[src/rtl/riscv_fetch_pkg.sv]
// Shared definitions for the instruction fetch path: word size, NOP encoding,
// fetch FSM states and the {pc, insn} prefetch entry.
package riscv_fetch_pkg;

  localparam int unsigned     XLEN     = 32;
  localparam logic [XLEN-1:0] NOP_INSN = 32'h0000_0013;

  typedef enum logic [1:0] {
    ST_IDLE = 2'd0,
    ST_REQ  = 2'd1,
    ST_DROP = 2'd2
  } fetch_state_e;

  typedef struct packed {
    logic [XLEN-1:0] pc;
    logic [XLEN-1:0] insn;
  } fetch_entry_t;

  function automatic logic [XLEN-1:0] word_align(input logic [XLEN-1:0] addr);
    return addr & ~(XLEN'(3));
  endfunction

endpackage

[src/rtl/fetch_queue.sv]
// Synchronous prefetch FIFO of {pc, insn} entries. Entry 0 is always the head,
// so the head outputs come straight from a register.
module fetch_queue
  import riscv_fetch_pkg::*;
#(
  parameter  int unsigned DEPTH = 2,
  localparam int unsigned CW    = $clog2(DEPTH + 1)
) (
  input  logic          clk,
  input  logic          reset,
  input  logic          flush,
  input  logic          push,
  input  logic          pop,
  input  fetch_entry_t  push_entry,
  output fetch_entry_t  head,
  output logic [CW-1:0] count,
  output logic          full,
  output logic          empty
);

  fetch_entry_t  ent_q [DEPTH];
  fetch_entry_t  ent_d [DEPTH];
  logic [CW-1:0] count_q, count_d;
  logic [CW-1:0] wr_idx;
  logic          do_push, do_pop;

  always_comb begin
    do_pop  = pop && (count_q != '0);
    do_push = push && ((count_q != CW'(DEPTH)) || do_pop);
    wr_idx  = count_q - CW'(do_pop);
    ent_d   = ent_q;
    count_d = count_q;
    if (flush) begin
      count_d = '0;
    end else begin
      // Shift only occupied slots so that draining to empty leaves the last
      // head in entry 0.
      for (int unsigned i = 0; i < DEPTH - 1; i++) begin
        if (do_pop && (CW'(i + 1) < count_q)) ent_d[i] = ent_q[i + 1];
      end
      for (int unsigned i = 0; i < DEPTH; i++) begin
        if (do_push && (CW'(i) == wr_idx)) ent_d[i] = push_entry;
      end
      count_d = count_q + CW'(do_push) - CW'(do_pop);
    end
  end

  always_ff @(posedge clk) begin
    if (reset) begin
      count_q <= '0;
      for (int unsigned i = 0; i < DEPTH; i++) begin
        ent_q[i] <= '{pc: '0, insn: NOP_INSN};
      end
    end else begin
      count_q <= count_d;
      ent_q   <= ent_d;
    end
  end

  assign head  = ent_q[0];
  assign count = count_q;
  assign full  = (count_q == CW'(DEPTH));
  assign empty = (count_q == '0);

endmodule

[src/rtl/instruction_fetch_unit.sv]
// Instruction fetch unit: single-outstanding memory fetch FSM feeding a
// prefetch queue, with redirect flush and discard of stale responses.
module instruction_fetch_unit
  import riscv_fetch_pkg::*;
#(
  parameter logic [31:0] RESET_PC = 32'h0000_0000,
  parameter int unsigned QDEPTH   = 2
) (
  input  logic        clk,
  input  logic        reset,
  output logic        mem_req,
  output logic [31:0] mem_addr,
  input  logic        mem_ack,
  input  logic [31:0] mem_rdata,
  input  logic        redirect,
  input  logic [31:0] redirect_pc,
  output logic        inst_valid,
  input  logic        inst_ready,
  output logic [31:0] inst_pc,
  output logic [31:0] inst_data
);

  localparam int unsigned CW = $clog2(QDEPTH + 1);

  fetch_state_e    state_q, state_d;
  logic [XLEN-1:0] fetch_pc_q, fetch_pc_d;
  logic [XLEN-1:0] addr_q, addr_d;
  logic            req_q, req_d;
  logic [XLEN-1:0] target, next_pc;
  logic [CW:0]     occ_after;
  logic            q_push, q_pop, q_full, q_empty;
  logic [CW-1:0]   q_count;
  fetch_entry_t    push_entry, head;

  assign target     = word_align(redirect_pc);
  assign next_pc    = addr_q + 32'd4;
  assign q_pop      = !q_empty && inst_ready && !redirect;
  assign q_push     = (state_q == ST_REQ) && mem_ack && !redirect;
  assign push_entry = '{pc: addr_q, insn: mem_rdata};

  fetch_queue #(.DEPTH(QDEPTH)) u_queue (
    .clk        (clk),
    .reset      (reset),
    .flush      (redirect),
    .push       (q_push),
    .pop        (q_pop),
    .push_entry (push_entry),
    .head       (head),
    .count      (q_count),
    .full       (q_full),
    .empty      (q_empty)
  );

  always_comb begin
    state_d    = state_q;
    fetch_pc_d = fetch_pc_q;
    addr_d     = addr_q;
    occ_after  = {1'b0, q_count} + (CW + 1)'(q_push) - (CW + 1)'(q_pop);
    unique case (state_q)
      ST_IDLE: begin
        if (redirect) begin
          fetch_pc_d = target;
          addr_d     = target;
          state_d    = ST_REQ;
        end else if (!q_full) begin
          addr_d  = fetch_pc_q;
          state_d = ST_REQ;
        end
      end
      ST_REQ: begin
        if (redirect) begin
          fetch_pc_d = target;
          if (mem_ack) addr_d = target;
          else         state_d = ST_DROP;
        end else if (mem_ack) begin
          fetch_pc_d = next_pc;
          if (occ_after < (CW + 1)'(QDEPTH)) addr_d = next_pc;
          else                               state_d = ST_IDLE;
        end
      end
      ST_DROP: begin
        // mem_addr stays on the abandoned request until memory acks it.
        if (redirect) begin
          fetch_pc_d = target;
          if (mem_ack) begin
            addr_d  = target;
            state_d = ST_REQ;
          end
        end else if (mem_ack) begin
          addr_d  = fetch_pc_q;
          state_d = ST_REQ;
        end
      end
      default: state_d = ST_IDLE;
    endcase
    req_d = (state_d != ST_IDLE);
  end

  always_ff @(posedge clk) begin
    if (reset) begin
      state_q    <= ST_IDLE;
      fetch_pc_q <= RESET_PC;
      addr_q     <= RESET_PC;
      req_q      <= 1'b0;
    end else begin
      state_q    <= state_d;
      fetch_pc_q <= fetch_pc_d;
      addr_q     <= addr_d;
      req_q      <= req_d;
    end
  end

  assign mem_req    = req_q;
  assign mem_addr   = addr_q;
  assign inst_valid = !q_empty;
  assign inst_pc    = head.pc;
  assign inst_data  = head.insn;

endmodule

[config.mk]
export PLATFORM = sky130hd
export DESIGN_NAME = instruction_fetch_unit
export DESIGN_NICKNAME = d
export VERILOG_FILES = /design/src/rtl/riscv_fetch_pkg.sv /design/src/rtl/fetch_queue.sv /design/src/rtl/instruction_fetch_unit.sv
export SDC_FILE = /design/constraint.sdc
export NUM_CORES = 1
export LEC_CHECK = 0
export ABC_AREA = 1
export CELL_PAD_IN_SITES_DETAIL_PLACEMENT = 0
export CELL_PAD_IN_SITES_GLOBAL_PLACEMENT = 1
export CORE_MARGIN = 2
export CORE_UTILIZATION = 40
export CTS_BUF_LIST = sky130_fd_sc_hd__clkbuf_2 sky130_fd_sc_hd__clkbuf_4 sky130_fd_sc_hd__clkbuf_8
export DETAILED_ROUTE_END_ITERATION = 8
export GPL_TIMING_DRIVEN = 0
export PLACE_DENSITY_LB_ADDON = 0.1
export SYNTH_ARGS = -nofsm -noshare
export SYNTH_HDL_FRONTEND = slang
export SYNTH_SLANG_ARGS = --single-unit
[constraint.sdc]
create_clock -name clk -period 6.1 [get_ports clk]
set_input_delay 0.915 -clock clk [delete_from_list [all_inputs] [get_ports clk]]
set_output_delay 0.915 -clock clk [all_outputs]
set_load 0.05 [all_outputs]
==> results of run 1 <==
## cell type report
class	instances	area, µm²
Sequential cell	197	3940
Inverter	88	333
Timing Repair Buffer	162	1620
Multi-Input combinational cell	1123	5360
Tap cell	335	419
Clock buffer	18	241
Clock inverter	14	183
Buffer	178	1030
Fill cell	2717	13000
## synth_stat cells (2+ instances only)
cell type  number  area (µm²)
clkbuf_1       62         233
nor3_1          2        10.0
o21ai_2         2        17.5
o211ai_1        6        45.0
buf_2          25         125
dfxtp_1       197        3940
o221ai_1        2        17.5
a22oi_1        10        75.1
o22ai_1         2        12.5
nor2_2          4        25.0
a31oi_1        90         563
inv_2           4        15.0
buf_6           2        22.5
nand2_4         2        22.5
o21ai_0       199         996
nand3_1       133         666
nand4_1        26         163
a211oi_1        2        15.0
o21ai_1        27         135
buf_1           6        22.5
nor2_1        138         518
a21oi_1       110         551
ha_1            8         100
inv_1          83         312
buf_4          83         623
nand2_1       348        1310
## logic make-up after synthesis
logic type	count (synthesis)
AND/OR/NAND/NOR	658
buffers and inverters	266
flip-flops	197
adder cells (fa/ha/maj)	9
XOR/XNOR	1
AO/OA/AOI/OAI	455
## registers in the layout, indices dropped and copies added (netlist names)
name and flops:
fetch_pc_q 32, mem_addr 32, mem_req 1, state_q 2, u_queue.count 2, u_queue.ent_q 64
u_queue.head 64
## path summary, 6_finish.rpt
kind,slack (ns),end,from
max,1.72,mem_addr[5]$_SDFFE_PP0P_,redirect
min,0.46,fetch_pc_q[3]$_SDFFE_PP0P_,fetch_pc_q[3]$_SDFFE_PP0P_
max reg2reg,2.59,mem_addr[5]$_SDFFE_PP0P_,state_q[1]$_SDFF_PP0_
min reg2reg,0.46,fetch_pc_q[3]$_SDFFE_PP0P_,fetch_pc_q[3]$_SDFFE_PP0P_
## power groups by stage
stage / clock network (W) / registers, W / logic, W
3_5_place_dp: 0 / 0.00149 / 0.000845
6_report: 0.000913 / 0.00146 / 0.000856
5_1_grt: 0.000975 / 0.00147 / 0.000921
2_1_floorplan: 0 / 0.00154 / 0.000461
3_3_place_gp: 0 / 0.00149 / 0.000842
4_1_cts: 0.000927 / 0.00146 / 0.000848
## layer usage
| metal | wire [µm] | up-vias | GRT usage, % |
|---|---|---|---|
| met5 | 0 | - | 0 |
| met4 | 996 | 0 | 8.39 |
| met3 | 2920 | 47 | 3.57 |
| met2 | 17300 | 493 | 43.9 |
| met1 | 18000 | 5185 | 39.0 |
| li1 | - | 5694 | - |
## worst max-delay path, stage by stage
cell	delay, ns
buf_2	0.23
clkbuf_1	0.47
buf_1	0.57
nor2_1	0.13
ha_1	0.29
inv_1	0.05
nand2_1	0.06
fa_1	0.50
a21boi_0	0.17
o21ai_0	0.17
nand2_1	0.10
nand2_1	0.06
nor2_2	0.16
clkbuf_1	0.56
nand3_1	0.20
a21oi_1	0.15
## stage by stage
step / setup WS (ns) / util (%) / power (W)
floorplan: 2.46 / - / 0.00200
global placement: 1.38 / 48.6 / 0.00233
detailed placement: 1.34 / 48.6 / 0.00233
CTS: 1.85 / 50.2 / 0.00323
global route: 1.52 / 50.2 / 0.00337
finish: 1.72 / 50.2 / 0.00323
==> qor.yml, run 1 <==
synth_top_family_by_area: "simple AND/OR/NAND/NOR gates"
syn-num-nets: 1664
track_usage_pct: 27.6
grt_pass1_wl_um: 60600
power_frac_seq_pct: 45.2
min_period_ns: 4.38
post-place-cells: 2083
hpwl_um: 29600
power_density_nw_per_um2: 246
dieArea_um2: 28000
ys_ff_latch: 197
worst_pin_slew_ns: 0.775
hold_depth: 2
drt-wirelength-per-cell_um: 18.5
fin_tns_setup_ns: 0
io_pins: 167
port-buffer-count: 162
hold_viol: 0
chipHeight_um: 167
report.final.slew_viol_count: 0
final_common_cell: "nand2_1"
reg2regPathDepth: 15
htreeDepth: 4
worstSetupEndpointType: "flip-flop"
period_share_pct: 71.8
place_congestion: 0.957
synth-main-ff-cell: "dfxtp_1"
async_reset_ff_share_pct: 0
postRouteAntennaNets: 0
core_um2: 26100
insertion_delay_ns: 0.49
finalSetupViolCount: 0
syn_avg_cell_area_um2: 6.72
ir_drop_uv: 111
cts.sinks: 197
post_cts_buffers: 0
leakage_nw: 5.24
synth_compound_area_share_pct: 23.1
status: "complete, but fails checks"
grt_pass1_vias: 10700
synthSimpleGateAreaFrac_pct: 25.8
most-common-layout-cells: "348 x nand2_1, 199 x o21ai_0, 197 x dfxtp_1"
grt_max_degree: 22
cp-start-kind: "input pin"
drt_wl_total_um: 39200
fin_hold_ws_ns: 0.463
synth_area_um2: 10700
muxShareOfSynthArea_pct: 0
violations: "design-rule violations"
hold_class: "flip-flop to flip-flop"
overflow: 0
fmax_mhz: 228
area_delta_synth_final_pct: 23.1
path_clk_slew_ns: 0.13
fp-row-count: 59
final_cells: 2115
cp_max_fo: 10
viasPerCell: 5.40
route.detailed.drc: 15
synth_edf_count: 0
synth-xor-area-share_pct: 0.153
rsz0062_at_grt: "no"
synth-seq-area-share_pct: 37.0
layout-drive-gt1-share_pct: 8.93
clockBufferDepth: 2
vias: 11400
initial_core_util_pct: 40.8
cts_root_buf: "clkbuf_8"
cts_tree: "done"
power_switching_w: 0.00125
cts_hold_buffers: 0
final_area_um2: 13100
swShare_pct: 38.8
die_w_um: 167
p_clk_share_pct: 28.3
yosysUniqueCellTypes: 39
dr.pass1.iters: 8
antenna_cells: 0
internal_power_w: 0.00198
critPathKind: "input pin to flip-flop"
arrival_ns: 4.81
synth_fa_ha_area_share_pct: 1.13
relSlewSlack_pct: 48.3
first_iter_violations: 1188
antenna_found_initial: 0
final_nets: 1845
ctsResizeCount: 0
synth_warnings: 0
cap_violations: 0
placed_area_um2: 12700
comb_power_share_pct: 26.5
synthCells: 1586
cts_made_buffers: 17
fin_skew_ns: 0.0219
crit_required_ns: 6.52
Power figures use the tool's default switching activity.
==> run 2: changes to the inputs <==
- CORE_UTILIZATION: 40 -> 36
- clock period: 6.1 -> 3.5 ns (I/O delays scaled with it)
==> qor.yml, run 2 (synthesized netlist as in run 1, its figures left out) <==
status: "finished, final reports clean"
cts_made_buffers: 17  # unchanged
fmax_mhz: 303
post_cts_buffers: 0  # unchanged
fin_hold_ws_ns: 0.463  # -0.000445 ns
first_iter_violations: 905  # -24%
grt_max_degree: 22  # unchanged
cts.sinks: 197  # unchanged
fin_tns_setup_ns: 0  # unchanged
final_nets: 1845  # unchanged
cts_hold_buffers: 0  # unchanged
p_clk_share_pct: 28.4  # about the same
crit_top_cell: "nand2_1"
track_usage_pct: 26.0  # -1.6 points
finalSetupViolCount: 0  # unchanged
power_density_nw_per_um2: 428  # +74%
slowest_stage: "fa_1"
dr.pass1.iters: 5  # -3
area_delta_synth_final_pct: 23.8
grt_pass1_wl_um: 62300  # +2.8%
ctsResizeCount: 3  # +3
fin_skew_ns: 0.0261  # +0.00423 ns
rsz0062_at_grt: "no"
overflow: 0  # unchanged
hpwl_um: 30600  # +3.5%
drt-wirelength-per-cell_um: 18.8  # +1.5%
power_frac_seq_pct: 45.1  # about the same
n_fill_cell: 3063  # +13%
ir_drop_uv: 227  # +100%
core_um2: 28900  # +11%
antenna_cells: 0  # unchanged
cp_max_fo: 10  # unchanged
io_pins: 167  # unchanged
drt_wl_total_um: 40700  # +3.9%
leakage_nw: 5.25  # +0.24%
comb_power_share_pct: 26.5  # about the same
swShare_pct: 39.0  # +0.18 points
clockBufferDepth: 2  # unchanged
relSlewSlack_pct: 46.1  # -2.2 points
cp-start-kind: "input pin"
hold_class: "flip-flop to flip-flop"
vias: 11300  # -1.2%
slowest_delay_ns: 0.48  # -0.09 ns
fp-row-count: 62  # +5.1%
chipHeight_um: 176  # +5.3%
report.final.slew_viol_count: 0  # unchanged
cts_tree: "done"
port-buffer-count: 162  # unchanged
finalCoreUtilization_pct: 45.6  # -4.6 points
initial_core_util_pct: 36.8  # -4.0 points
final_common_cell: "nand2_1"
worst-path-buf-inv: 6  # +1
layout-drive-gt1-share_pct: 9.16  # +0.22 points
insertion_delay_ns: 0.50  # about the same
most-common-layout-cells: "348 x nand2_1, 199 x o21ai_0, 197 x dfxtp_1"
place_congestion: 0.919  # -3.9%
crit_family: "buffers and inverters"
route.detailed.drc: 0  # -15
power_switching_w: 0.00220  # +76%
final_cells: 2164  # +2.3%
cts_root_buf: "clkbuf_8"
grt_pass1_vias: 10800  # +0.32%
worstSetupEndpointType: "flip-flop"
path_clk_slew_ns: 0.13  # about the same
post-place-cells: 2132  # +2.4%
hold_viol: 0  # unchanged
dieArea_um2: 31000  # +11%
crit_path_cell_trace: "buf_2, clkbuf_2, clkbuf_4, nor2_1, ha_1, inv_1, nand2_1, fa_1, a21boi_0, o21ai_0, nand2_1, nand2_1, nor2_2, clkbuf_4, buf_4, nand3_1, a21oi_1"
crit_required_ns: 3.92  # -2.60 ns
htreeDepth: 4  # unchanged
viasPerCell: 5.21  # -3.4%
period_share_pct: 94.3
worst_pin_slew_ns: 0.808  # +0.0329 ns
die_w_um: 176  # +5.3%
antenna_found_initial: 0  # unchanged
critPathKind: "input pin to flip-flop"
min_period_ns: 3.30
internal_power_w: 0.00345  # +74%
arrival_ns: 3.72  # -1.09 ns
postRouteAntennaNets: 0  # unchanged
cap_violations: 0  # unchanged
[run 2: metrics by stage]
stage	total power [W]	setup slack [ns]	area, µm²
6_report	0.00565	0.199	13200
5_1_grt	0.00590	0.00847	13200
4_1_cts	0.00565	0.0938	13200
3_5_place_dp	0.00408	-0.834	12800
3_3_place_gp	0.00407	-0.811	12800
2_1_floorplan	0.00349	0.246	10700
[run 2: final timing paths]
path / from / endpoint / slack [ns] / cells after the start
setup / recovery: redirect / mem_addr[12]$_SDFFE_PP0P_ / 0.20 / 17
hold / removal: fetch_pc_q[3]$_SDFFE_PP0P_ / fetch_pc_q[3]$_SDFFE_PP0P_ / 0.46 / 2
setup reg to reg: state_q[1]$_SDFF_PP0_ / mem_addr[12]$_SDFFE_PP0P_ / 0.25 / 16
hold reg to reg: fetch_pc_q[3]$_SDFFE_PP0P_ / fetch_pc_q[3]$_SDFFE_PP0P_ / 0.46 / 2
[run 2: metal layers]
layer	global-route usage (%)	wire length (µm)	up-vias
li1	-	-	5700
met2	42.3	18200	332
met1	36.5	19700	5213
met4	6.40	701	0
met3	3.29	2100	39
met5	0	0	-
[run 2: power by group through the flow]
stage                     clock (W)  combinational (W)  sequential, W
final                       0.00160            0.00150        0.00255
after global routing        0.00172            0.00162        0.00256
after CTS                   0.00162            0.00149        0.00254
after detailed placement          0            0.00148        0.00259
after global placement            0            0.00148        0.00259
after floorplan                   0           0.000804        0.00269
[run 2: worst register-to-register path, stage by stage (launching register included)]
cell	delay, ns
dfxtp_1	0.36
inv_1	0.09
ha_1	0.14
buf_2	0.23
inv_2	0.16
nor3_2	0.20
nand2_1	0.10
fa_1	0.48
a21boi_0	0.15
o21ai_0	0.18
nand2_1	0.10
nand2_1	0.06
nor2_2	0.17
clkbuf_4	0.27
buf_4	0.24
nand3_1	0.12
a21oi_1	0.12
[run 2: cell type report]
cell class,count,area (µm²),share of cell area [%]
Multi-Input combinational cell,1123,5360,40.6
Buffer,178,1040,7.86
Tap cell,384,480,3.64
Inverter,88,333,2.52
Sequential cell,197,3940,29.9
Clock buffer,18,241,1.83
Clock inverter,14,178,1.35
Timing Repair Buffer,162,1620,12.3
==> run 3: changes to the inputs <==
- SYNTH_HIERARCHICAL: default -> 1
==> qor.yml, run 3 <==
status: "finished, final reports clean"
fin_skew_ns: 0.0266  # +0.000427 ns
p_clk_share_pct: 28.1  # -0.3 points
track_usage_pct: 24.4  # -1.6 points
r2r-end: "mem_addr[21]$_SDFFE_PP0P_"
clockBufferDepth: 2  # unchanged
min_to: "u_queue/ent_q[1]$_SDFFE_PP1P_"
route.detailed.drc: 0  # unchanged
synth_common_cells: "554 x nand2_1, 317 x nor2_1, 197 x dfxtp_1"
async_reset_ff_share_pct: 0  # unchanged
cts_root_buf: "clkbuf_8"
drt-wirelength-per-cell_um: 16.2  # -14%
cap_violations: 0  # unchanged
comb_power_share_pct: 26.3  # -0.2 points
grt_max_degree: 19  # -14%
synth_warnings: 6  # +6
leakage_nw: 6.42  # +22%
final_area_um2: 14400  # +8.9%
power_density_nw_per_um2: 387  # -9.6%
crit_required_ns: 3.86  # -0.06 ns
synth-main-ff-cell: "dfxtp_1"
arrival_ns: 3.64  # -0.08 ns
final_nets: 2181  # +18%
report.final.slew_viol_count: 0  # unchanged
synth_area_um2: 11800  # +10%
hpwl_um: 30700  # +0.15%
reg2regPathDepth: 12  # -4
fmax_mhz: 305  # +0.54%
layout-drive-gt1-share_pct: 9.41  # +0.26 points
cts_hold_buffers: 0  # unchanged
swShare_pct: 36.7  # -2.3 points
worstSetupEndpointType: "flip-flop"
dr.pass1.iters: 5  # unchanged
cts.sinks: 197  # unchanged
cp_max_fo: 10  # unchanged
area_delta_synth_final_pct: 22.2
viasPerCell: 4.91  # -5.9%
r2r_slack_ns: 0.22  # -0.03 ns
power_frac_seq_pct: 45.6  # +0.5 points
min_period_ns: 3.28  # -0.0178 ns
hold_class: "flip-flop to flip-flop"
first_iter_violations: 1001  # +11%
synth_most_common_cell: "nand2_1"
ir_drop_uv: 190  # -16%
min_from: "u_queue/ent_q[1]$_SDFFE_PP1P_"
htreeDepth: 4  # unchanged
fp-row-count: 66  # +6.5%
finalSetupViolCount: 0  # unchanged
period_share_pct: 93.8  # -0.51 points
rsz0062_at_grt: "no"
drt_wl_total_um: 41400  # +1.9%
relSlewSlack_pct: 50.9  # +4.7 points
placed_area_um2: 13900  # +9.3%
worst_pin_slew_ns: 0.737  # -0.0712 ns
cts_made_buffers: 17  # unchanged
synthCells: 1918  # +21%
yosys.area.top_type: "dfxtp_1"
core_um2: 32400  # +12%
cp-start-kind: "flip-flop"
synth.area.top_cells: "dfxtp_1 34%, nand2_1 18%, nor2_1 10%"
most-common-layout-cells: "554 x nand2_1, 317 x nor2_1, 197 x dfxtp_1"
io_pins: 167  # unchanged
synth_edf_count: 0  # unchanged
syn-num-nets: 1997  # +20%
chipHeight_um: 185  # +4.9%
hold_viol: 0  # unchanged
place_congestion: 0.880  # -4.2%
postRouteAntennaNets: 0  # unchanged
finalCoreUtilization_pct: 44.4  # -1.2 points
final_common_cell: "nand2_1"
die_w_um: 185  # +4.9%
synth-seq-area-share_pct: 33.5  # -3.5 points
antenna_cells: 0  # unchanged
initial_core_util_pct: 36.3  # -0.50 points
r2r_start: "state_q[1]$_SDFF_PP0_"
grt_pass1_wl_um: 64400  # +3.3%
insertion_delay_ns: 0.49  # about the same
synth_top_area_share_pct: 33.5  # -3.5 points
power_switching_w: 0.00204  # -7.3%
hold_depth: 2  # unchanged
grt_pass1_vias: 11500  # +6.7%
critPathKind: "flip-flop to flip-flop"
antenna_found_initial: 0  # unchanged
overflow: 0  # unchanged
dp_slack_ns: -0.879  # -0.0446 ns
cts_tree: "done"
path_clk_slew_ns: 0.12  # about the same
dieArea_um2: 34100  # +10%
fin_tns_setup_ns: 0  # unchanged
fin_ws_ns: 0.216  # +0.0178 ns
internal_power_w: 0.00352  # +2.1%
ys_ff_latch: 197  # unchanged
vias: 12500  # +11%
finalPower_w: 0.00556  # -1.6%
port-buffer-count: 163  # +0.62%
yosysUniqueCellTypes: 39  # unchanged
syn_avg_cell_area_um2: 6.13  # -8.7%
[run 3: metrics by stage]
stage / std cells / hold slack (ns)
after floorplan: 1918 / 0.427
after global placement: 2523 / 0.440
after detailed placement: 2523 / 0.449
after CTS: 2553 / 0.474
after global routing: 2556 / 0.500
final: 2556 / 0.469
[run 3: worst max-delay path: stages, from the launching register on]
cell	delay, ns
dfxtp_1	0.37
inv_1	0.11
ha_1	0.14
buf_2	0.24
inv_2	0.18
nor3_2	0.28
nand2_1	0.11
fa_1	0.50
nand3_1	0.20
a21oi_4	0.28
buf_12	0.16
clkbuf_1	0.43
a21oi_1	0.13
[run 3: kinds of logic after synthesis]
kind of cell	count (synthesis)	synth area share, %
compound gates	265	12.1
xor+xnor	3	0.223
fa+ha+maj	10	1.13
buf+inv	369	15.5
flops	197	33.5
mux	1	0.0851
simple gates	1073	37.4
[run 3: repair_timing]
| action | in CTS | in global routing |
|---|---|---|
| pin swaps | 0 | 1 |
| gates resized for setup | 2 | 0 |
| setup buffers | 0 | 3 |
| setup endpoints to repair | 30 | 11 |
[run 3: area by class of cell]
type | instances | area [µm²]
clock inverter | 11 | 126
buffer | 173 | 1090
timing repair buffer | 166 | 1670
fill | 3600 | 18000
sequential | 197 | 3940
multi-input combinational | 1352 | 6000
tap | 442 | 553
inverter | 195 | 732
clock buffer | 20 | 263
[run 3: how the worst max path moves through the flow]
| stage | from | to | slack, ns | depth (start not counted) |
|---|---|---|---|---|
| 6_report | state_q[1]$_SDFF_PP0_ | mem_addr[21]$_SDFFE_PP0P_ | 0.22 | 12 |
| 5_1_grt | u_queue/count[1]$_SDFF_PP0_ | mem_addr[28]$_SDFFE_PP0P_ | 0.05 | 13 |
| 4_1_cts | state_q[1]$_SDFF_PP0_ | mem_addr[18]$_SDFFE_PP0P_ | 0.08 | 14 |
| 3_5_place_dp | redirect | mem_addr[31]$_SDFFE_PP0P_ | -0.88 | 13 |
| 3_3_place_gp | redirect | mem_addr[22]$_SDFFE_PP0P_ | -0.89 | 13 |
| 2_1_floorplan | u_queue/count[1]$_SDFF_PP0_ | mem_addr[4]$_SDFFE_PP0P_ | 0.51 | 14 |
[run 3: power groups by stage]
stage	logic, W	clock network, W	registers, W
after CTS	0.00144	0.00160	0.00253
after detailed placement	0.00144	0	0.00258
after floorplan	0.000790	0	0.00267
after global routing	0.00159	0.00168	0.00255
final	0.00146	0.00156	0.00254
after global placement	0.00144	0	0.00258
[run 3: layer usage]
layer | track usage [%] | wire length [µm] | vias to the layer above
met5 | 0 | 0 | -
met1 | 33.6 | 19300 | 5664
li1 | - | - | 6345
met4 | 7.62 | 906 | 0
met2 | 39.4 | 18500 | 472
met3 | 3.38 | 2690 | 67
